## src/rtl/hamming_enc_seq_if.sv

```systemverilog
// Opcode package and handshake/ALU bus for the (16,11) SECDED encoder sequencer.
// Optional ALU arbitration signals appear when HAMSEQ_ARB_EN is defined.
package hamming_enc_seq_pkg;
  localparam int DATA_W   = 8;
  localparam int OPCODE_W = 4;

  typedef enum logic [OPCODE_W-1:0] {
    ADD = 4'h0,
    XOR = 4'h6,
    RXR = 4'hC
  } op_mne;
endpackage

interface hamming_enc_seq_if;
  logic                                    in_valid;
  logic                                    in_ready;
  logic [10:0]                             in_data;
  logic                                    out_valid;
  logic                                    out_ready;
  logic [15:0]                             out_data;
  logic [hamming_enc_seq_pkg::OPCODE_W-1:0] alu_op;
  logic [hamming_enc_seq_pkg::DATA_W-1:0]   alu_a;
  logic [hamming_enc_seq_pkg::DATA_W-1:0]   alu_b;
  logic [hamming_enc_seq_pkg::DATA_W-1:0]   alu_out;
  logic                                    busy;
`ifdef HAMSEQ_ARB_EN
  logic                                    alu_req;
  logic                                    alu_gnt;
`endif

  // master: the sequencer; slave: message source, codeword sink and ALU
  modport master (
    input  in_valid, in_data, out_ready, alu_out,
`ifdef HAMSEQ_ARB_EN
    input  alu_gnt,
    output alu_req,
`endif
    output in_ready, out_valid, out_data, alu_op, alu_a, alu_b, busy
  );

  modport slave (
    output in_valid, in_data, out_ready, alu_out,
`ifdef HAMSEQ_ARB_EN
    output alu_gnt,
    input  alu_req,
`endif
    input  in_ready, out_valid, out_data, alu_op, alu_a, alu_b, busy
  );
endinterface

```

## src/rtl/hamming_enc_seq.sv

```systemverilog
// (16,11) SECDED Hamming encoder that borrows the shared 8-bit ALU, three steps per parity bit.
// Define HAMSEQ_ARB_EN to add alu_req/alu_gnt arbitration; otherwise the ALU is always granted.
module hamming_enc_seq
  import hamming_enc_seq_pkg::*;
#(
  parameter int W    = DATA_W,
  parameter int OP_W = OPCODE_W
) (
  input  logic              clk,
  input  logic              rst,
  hamming_enc_seq_if.master bus
);

  typedef enum logic [1:0] {IDLE, RUN, DONE} state_t;

  state_t          state_reg, state_next;
  logic [3:0]      s_reg;
  logic [15:0]     cw_reg;
  logic            t_lo_reg, t_hi_reg;
  logic            out_valid_reg;

  logic            gnt;
  logic [2:0]      grp;
  logic [1:0]      ph;
  logic [15:0]     mask;
  logic [3:0]      pos;
  logic [15:0]     masked;
  logic [OP_W-1:0] alu_op_c;
  logic [W-1:0]    alu_a_c, alu_b_c;

`ifdef HAMSEQ_ARB_EN
  assign gnt         = bus.alu_gnt;
  assign bus.alu_req = (state_reg == RUN);
`else
  assign gnt = 1'b1;
`endif

  assign grp = 3'(s_reg / 4'd3);
  assign ph  = 2'(s_reg % 4'd3);

  always_comb begin
    mask = 16'hFFFE;
    pos  = 4'd0;
    case (grp)
      3'd0:    begin mask = 16'hFF00; pos = 4'd8; end
      3'd1:    begin mask = 16'hF0F0; pos = 4'd4; end
      3'd2:    begin mask = 16'hCCCC; pos = 4'd2; end
      3'd3:    begin mask = 16'hAAAA; pos = 4'd1; end
      default: begin mask = 16'hFFFE; pos = 4'd0; end
    endcase
  end

  assign masked = cw_reg & mask;

  always_comb begin
    state_next = state_reg;
    alu_op_c   = ADD;
    alu_a_c    = '0;
    alu_b_c    = '0;
    case (state_reg)
      IDLE: begin
        if (bus.in_valid) state_next = RUN;
      end
      RUN: begin
        // Operands reflect the pending step even while the ALU is not granted
        case (ph)
          2'd0: begin
            alu_op_c = RXR;
            alu_a_c  = masked[7:0];
          end
          2'd1: begin
            alu_op_c = RXR;
            alu_a_c  = masked[15:8];
          end
          default: begin
            alu_op_c = XOR;
            alu_a_c  = {{(W-1){1'b0}}, t_lo_reg};
            alu_b_c  = {{(W-1){1'b0}}, t_hi_reg};
          end
        endcase
        if (gnt && s_reg == 4'd14) state_next = DONE;
      end
      DONE: begin
        if (out_valid_reg && bus.out_ready) state_next = IDLE;
      end
      default: state_next = IDLE;
    endcase
  end

  always_ff @(posedge clk or posedge rst) begin
    if (rst) state_reg <= IDLE;
    else     state_reg <= state_next;
  end

  always_ff @(posedge clk or posedge rst) begin
    if (rst) begin
      s_reg         <= 4'd0;
      cw_reg        <= 16'd0;
      t_lo_reg      <= 1'b0;
      t_hi_reg      <= 1'b0;
      out_valid_reg <= 1'b0;
    end else begin
      case (state_reg)
        IDLE: begin
          if (bus.in_valid) begin
            // Data bits go straight to their codeword positions; parity slots start at 0
            cw_reg <= {bus.in_data[10:4], 1'b0, bus.in_data[3:1], 1'b0,
                       bus.in_data[0], 3'b000};
            s_reg  <= 4'd0;
          end
        end
        RUN: begin
          if (gnt) begin
            case (ph)
              2'd0:    t_lo_reg    <= bus.alu_out[0];
              2'd1:    t_hi_reg    <= bus.alu_out[0];
              default: cw_reg[pos] <= bus.alu_out[0];
            endcase
            s_reg <= (s_reg == 4'd14) ? 4'd0 : s_reg + 4'd1;
          end
        end
        DONE: begin
          // out_valid rises one cycle after DONE entry and drops on the handshake
          if (!out_valid_reg)        out_valid_reg <= 1'b1;
          else if (bus.out_ready)    out_valid_reg <= 1'b0;
        end
        default: out_valid_reg <= 1'b0;
      endcase
    end
  end

  assign bus.in_ready  = (state_reg == IDLE);
  assign bus.busy      = (state_reg != IDLE);
  assign bus.out_valid = out_valid_reg;
  assign bus.out_data  = cw_reg;
  assign bus.alu_op    = alu_op_c;
  assign bus.alu_a     = alu_a_c;
  assign bus.alu_b     = alu_b_c;

endmodule
```

## src/flat_wrapper.sv

```systemverilog
// flat-port wrapper written by rule: the top's interface ports become plain ports
module hamming_enc_seq_flat import hamming_enc_seq_pkg::*;
#(
  parameter int W    = DATA_W,
  parameter int OP_W = OPCODE_W
)
  (clk, rst, bus_in_valid, bus_in_data, bus_out_ready, bus_alu_out, bus_in_ready, bus_out_valid, bus_out_data, bus_alu_op, bus_alu_a, bus_alu_b, bus_busy);
  hamming_enc_seq_if bus_i ();
  input  logic clk;
  input  logic rst;
  input wire logic [$bits(bus_i.in_valid)-1:0] bus_in_valid;
  input wire logic [$bits(bus_i.in_data)-1:0] bus_in_data;
  input wire logic [$bits(bus_i.out_ready)-1:0] bus_out_ready;
  input wire logic [$bits(bus_i.alu_out)-1:0] bus_alu_out;
  output wire logic [$bits(bus_i.in_ready)-1:0] bus_in_ready;
  output wire logic [$bits(bus_i.out_valid)-1:0] bus_out_valid;
  output wire logic [$bits(bus_i.out_data)-1:0] bus_out_data;
  output wire logic [$bits(bus_i.alu_op)-1:0] bus_alu_op;
  output wire logic [$bits(bus_i.alu_a)-1:0] bus_alu_a;
  output wire logic [$bits(bus_i.alu_b)-1:0] bus_alu_b;
  output wire logic [$bits(bus_i.busy)-1:0] bus_busy;
  assign bus_i.in_valid = bus_in_valid;
  assign bus_i.in_data = bus_in_data;
  assign bus_i.out_ready = bus_out_ready;
  assign bus_i.alu_out = bus_alu_out;
  assign bus_in_ready = bus_i.in_ready;
  assign bus_out_valid = bus_i.out_valid;
  assign bus_out_data = bus_i.out_data;
  assign bus_alu_op = bus_i.alu_op;
  assign bus_alu_a = bus_i.alu_a;
  assign bus_alu_b = bus_i.alu_b;
  assign bus_busy = bus_i.busy;
  hamming_enc_seq #(.W(W), .OP_W(OP_W)) u_core (.clk(clk), .rst(rst), .bus(bus_i));
endmodule
```

## config.mk

```make
export PLATFORM = sky130hd
export DESIGN_NAME = hamming_enc_seq_flat
export DESIGN_NICKNAME = d
export VERILOG_FILES = /design/src/rtl/hamming_enc_seq_if.sv /design/src/rtl/hamming_enc_seq.sv /design/src/flat_wrapper.sv
export SDC_FILE = /design/constraint.sdc
export NUM_CORES = 1
export LEC_CHECK = 0
export ABC_AREA = 1
export CORE_MARGIN = 2
export CORE_UTILIZATION = 42
export CTS_BUF_LIST = sky130_fd_sc_hd__clkbuf_4 sky130_fd_sc_hd__clkbuf_8
export DETAILED_ROUTE_END_ITERATION = 7
export PLACE_DENSITY_LB_ADDON = 0.08
export SLEW_MARGIN = 20
export SYNTH_ARGS = -nofsm -noshare
export SYNTH_HDL_FRONTEND = slang
export SYNTH_SLANG_ARGS = --single-unit
export TNS_END_PERCENT = 50
```

## constraint.sdc

```tcl
create_clock -name clk -period 3.31 [get_ports clk]
set_input_delay 0.993 -clock clk [delete_from_list [all_inputs] [get_ports clk]]
set_output_delay 0.993 -clock clk [all_outputs]
set_load 0.05 [all_outputs]
```

# After elaboration in Yosys (flattened, before gate mapping)
# Cells that the tools add are included.
classes:
  reduce_logical: 14
  addsub: 1
  bitwise: 1
  n_div: 2
  mux: 24
  magnitude_cmp: 2
  eq_ne: 11
op_table:
  columns: ["cell", "count"]
  rows:
  - ["case mux 15 bit (4 select lines)", 1]
  - ["2-to-1 mux 16 bit", 2]
  - ["case mux 16 bit (2 select lines)", 1]
  - ["bitwise AND 16 bit", 1]
  - ["bitwise mux 16 bit", 1]
  - ["2-to-1 mux 4 bit", 4]
  - ["2-to-1 mux 8 bit", 2]
  - ["case mux 4 bit (4 select lines)", 1]
  - ["case mux 8 bit (2 select lines)", 1]
  - ["case mux 4 bit (2 select lines)", 1]
  - ["equality test 3 x 2 -> 1 bit, second input constant", 2]
  - ["2-to-1 mux 2 bit", 3]
  - ["case mux 2 bit (3 select lines)", 1]
  - ["AND reduction 2 bit", 3]
  - ["AND reduction 3 bit", 2]
  - ["less-than comparator 4 x 5 -> 1 bit, second input constant", 1]
  - ["adder 4 x 1 -> 4 bit, second input constant", 1]
  - ["demux 1 bit (select 4 bit)", 1]
  - ["divider 4 x 2 -> 4 bit, second input constant", 1]
  - ["equality test 2 x 1 -> 1 bit, second input constant", 2]
  - ["equality test 4 bit, second input constant", 1]
  - [">= comparator 4 x 1 -> 1 bit, second input constant", 1]
  - ["zero test 2 bit", 2]
  - ["remainder unit 4 x 2 -> 4 bit, second input constant", 1]
  - ["other kinds (10)", 18]
word_totals:
  input_bits: 23
  reg_bits: 25

# Depth between registers and ports, before layout
logic_depth:
  depth_word: 10
  ltp_mapped: 16

# Worst setup path before layout
# OpenSTA, ideal clock, no wires.
synth_path:
  kind: "flip-flop to output port"
  startpoint: "reg u_core.s_reg[2]"
  endpoint: "out bus_alu_a[4]"
  slack_ns: -0.488
  arrival_time_ns: 2.805
  path_stages_with_launch: 16
  path_buffers: 0
  path_cell_list: "dfrtp_1 > inv_2 > nor2_2 > ha_1 > inv_1 > ha_1 > or2_2 > nand2_1 > ha_1 > inv_1 > nand3_4 > nand2_1 > nand2_1 > nor2_4 > nand2_1 > a21oi_1"
synth_between:
  elab_chain_cells: 6
  word_cells_on_any_way: 12
synth_rtl:
  columns: ["item", "line_no", "text"]
  rows:
  - ["from (decl)", "hamming_enc_seq.sv:17", "logic [3:0] s_reg;"]
  - ["from (signal assigned)", "hamming_enc_seq.sv:119", "s_reg <= (s_reg == 4'd14) ? 4'd0 : s_reg + 4'd1;"]
  - ["divider 4 x 2 -> 4 bit", "hamming_enc_seq.sv:38", "assign grp = 3'(s_reg / 4'd3);"]
  - ["equality test 3 x 2 -> 1 bit (tied with other cells)", "hamming_enc_seq.sv:44", "case (grp)"]
  - ["case mux 15 bit (4 select lines)", "hamming_enc_seq.sv:44", null]
  - ["bitwise AND 16 bit", "hamming_enc_seq.sv:53", "assign masked = cw_reg & mask;"]
  - ["case mux 8 bit (2 select lines) (*)", "hamming_enc_seq.sv:66", "case (ph)"]
  - ["2-to-1 mux 8 bit (*)", "hamming_enc_seq.sv:60", "case (state_reg)"]
  - ["to (decl)", "flat_wrapper.sv:19", "output wire logic [$bits(bus_i.alu_a)-1:0] bus_alu_a;"]
# Every way passes the cells marked *; elsewhere a longest branch is shown, timed or not.

# Final worst setup path
layout_path:
  startpoint: "reg u_core.s_reg[2]"
  endpoint: "out bus_alu_a[1]"
# The elaborated chain is that of the path after synthesis.

==> out/qor.txt <==
outcome: complete, but fails checks
failing checks: negative setup slack
layout cells sized above 1: 29.4%
DP Wirelength: 3.33 mm
setup violators final: 8
clock sinks: 25
post-synthesis mux area share: 0%
detail-routed via count per cell: 4.79
crit path DAT: 2.49 ns
Hold-fix buffers, CTS: 0
total CTS buffers: 3
Seq/Total Area, Yosys: 36.6%
worst rel slew slack: 55.3%
DRT antenna net count: 0
core area: 3970 um2
clock buffer depth: 2
vias in the first global route: 1,677
via count: 1,707
IO Count: 62
WP data required: 2.32 ns
XOR/XNOR share of the synthesized area: 0%
H-tree Lvls: 1
Starting Density: 43.1%
commonest non-fill, non-tap cell in the layout: nand2_1
Synth area leaders: dfrtp_1 (37%), nand2_1 (19%), inv_1 (5.5%)
Layout area overhead: 57.9%
GP Congestion: 0.844
clock slew at reported path FFs: 0.09 ns
CTS tree: yes
Worst setup SP type: flip-flop
final hold vios: 0
number of inserted diodes: 0
setup repair after global routing missed its margin: true
Synth top area share: 36.6%
Mapped Area: 1710 um2
largest family of logic cells by synthesized area: simple AND/OR/NAND/NOR gates
cell row count: 23
average cell area after synthesis: 7.22 um2
Clock Skews: 0.000849 ns
Yosys cell types: 30
Syn Inst Count: 237
max cap viols: 0
wire per inst: 12.7 um
Setup crit end kind: output port
period utilization: 105%
GR Overflow Total: 0
total track usage: 22.0%
final worst slack: -0.170 ns
die width: 67.8 um
crit path time final: 3.48 ns
synth warn: 0
area share of fa/ha/maj cells after synthesis: 2.19%
DRT Pass-1 Iters: 4
worst skew pair latency: 0.27 ns
CP max FO: 5
largest net degree at the start of global routing: 26
first-pass GRT wire length: 7.65 mm
Detailed Route Iter0 Violations: 91
most frequent cells in the layout: nand2_1 (82), clkdlybuf4s50_1 (34), dfrtp_1 (25)
Synth area leader: dfrtp_1
Achievable Freq: 0.287 GHz
final wirelength: 4.53 mm
Port Buffers: 46
DRC viols: 0
HP Class: flip-flop to flip-flop
Root Buffer: clkbuf_8
Final nets: 333
Largest register FFs: 16
Setup TNS Final: -1.25 ns
worst slew pin tran: 0.670 ns
Crit Path Category: flip-flop to output port
Die ar.: 4600 um2
die height: 67.8 um
max-slew violation count: 0
simple-gate share of the synthesized area: 42.0%
Synth Area in Compound Gates: 8.63%
initial antenna violation count: 0
Yosys reg bits: 25
final cells by class:
class                   instances  area, um2
inverters                      28        108
multi-input cells             180       1110
fillers                       318       1270
repair buffers                 69        741
flip-flops and latches         25        626
well taps                      50       62.6
clock buffers                   4       48.8
kinds of logic after synthesis:
| kind of cell | count (synthesis) |
|---|---|
| AO/OA/AOI/OAI | 23 |
| adder cells (fa/ha/maj) | 3 |
| flip-flops | 25 |
| other | 1 |
| AND/OR/NAND/NOR | 146 |
| buffers and inverters | 39 |
per-stage QoR:
stage / cells / hold WS [ns] / util (%) / instance area (um2) / setup WS (ns)
3_3_place_gp: 345 / 0.457 / 63.5 / 2520 / 0.0299
6_report: 356 / 0.488 / 68.0 / 2700 / -0.170
3_5_place_dp: 345 / 0.461 / 63.5 / 2520 / 0.0294
4_1_cts: 353 / 0.482 / 66.3 / 2630 / -0.223
2_1_floorplan: 244 / 0.442 / - / 1840 / 0.00560
5_1_grt: 356 / 0.516 / 68.0 / 2700 / -0.308
critical path, stage by stage, from the launching register on:
cell	delay, ns
dfrtp_1	0.37
inv_2	0.05
nor2_4	0.13
ha_4	0.14
inv_2	0.04
ha_4	0.15
or2_4	0.24
nand2_4	0.08
ha_4	0.14
inv_4	0.05
nand4_1	0.20
nand2_1	0.10
nor2_1	0.12
nand2_2	0.08
a21oi_4	0.17
buf_12	0.16
synth_stat cells:
cell / count
nand2_1: 87
dfrtp_1: 25
inv_1: 25
nor2_1: 13
nand3_1: 11
nand2_2: 9
buf_4: 8
a21oi_1: 7
o21ai_0: 6
nand2_4: 5
a21oi_2: 4
nand4_1: 4
nor3_1: 4
ha_1: 3
inv_2: 3
nand3b_1: 3
and3_1: 2
clkbuf_1: 2
nand3_4: 2
nor2_2: 2
o21ai_2: 2
o32ai_1: 2
a21boi_0: 1
buf_2: 1
conb_1: 1
nand3_2: 1
nor2_4: 1
nor2_8: 1
o21ai_1: 1
or2_2: 1
worst paths after layout:
check	startpoint	end	slack, ns	cells after the start
max	u_core.s_reg[2]	bus_alu_a[1]	-0.17	15
min	u_core.bus.out_data[0]	u_core.bus.out_data[0]	0.49	2
max reg2reg	u_core.s_reg[2]	u_core.t_lo_reg	1.04	18
min reg2reg	u_core.bus.out_data[0]	u_core.bus.out_data[0]	0.49	2
max in group asynchronous	rst	u_core.bus.out_valid	1.99	3
min in group asynchronous	rst	u_core.bus.out_data[3]	1.07	3
layer usage:
layer  routed length (um)  global-route usage (%)  vias to the layer above
li1                     -                       -                      872
met1                 2030                    29.6                      770
met2                 2130                    35.7                       60
met3                  327                    4.61                        5
met4                   40                    6.75                        0
met5                    0                       0                        -
timing repair:
| action | 4_1_cts | 5_1_grt |
|---|---|---|
| pin swaps | 14 | 10 |
| gates resized for setup | 9 | 11 |
| endpoints found under the setup margin | 9 | 11 |
| buffers inserted | 4 | 3 |
Power is left out: the tool's default activity adds up to more than one toggle a clock period on the data nets, which glitch-free logic cannot reach.
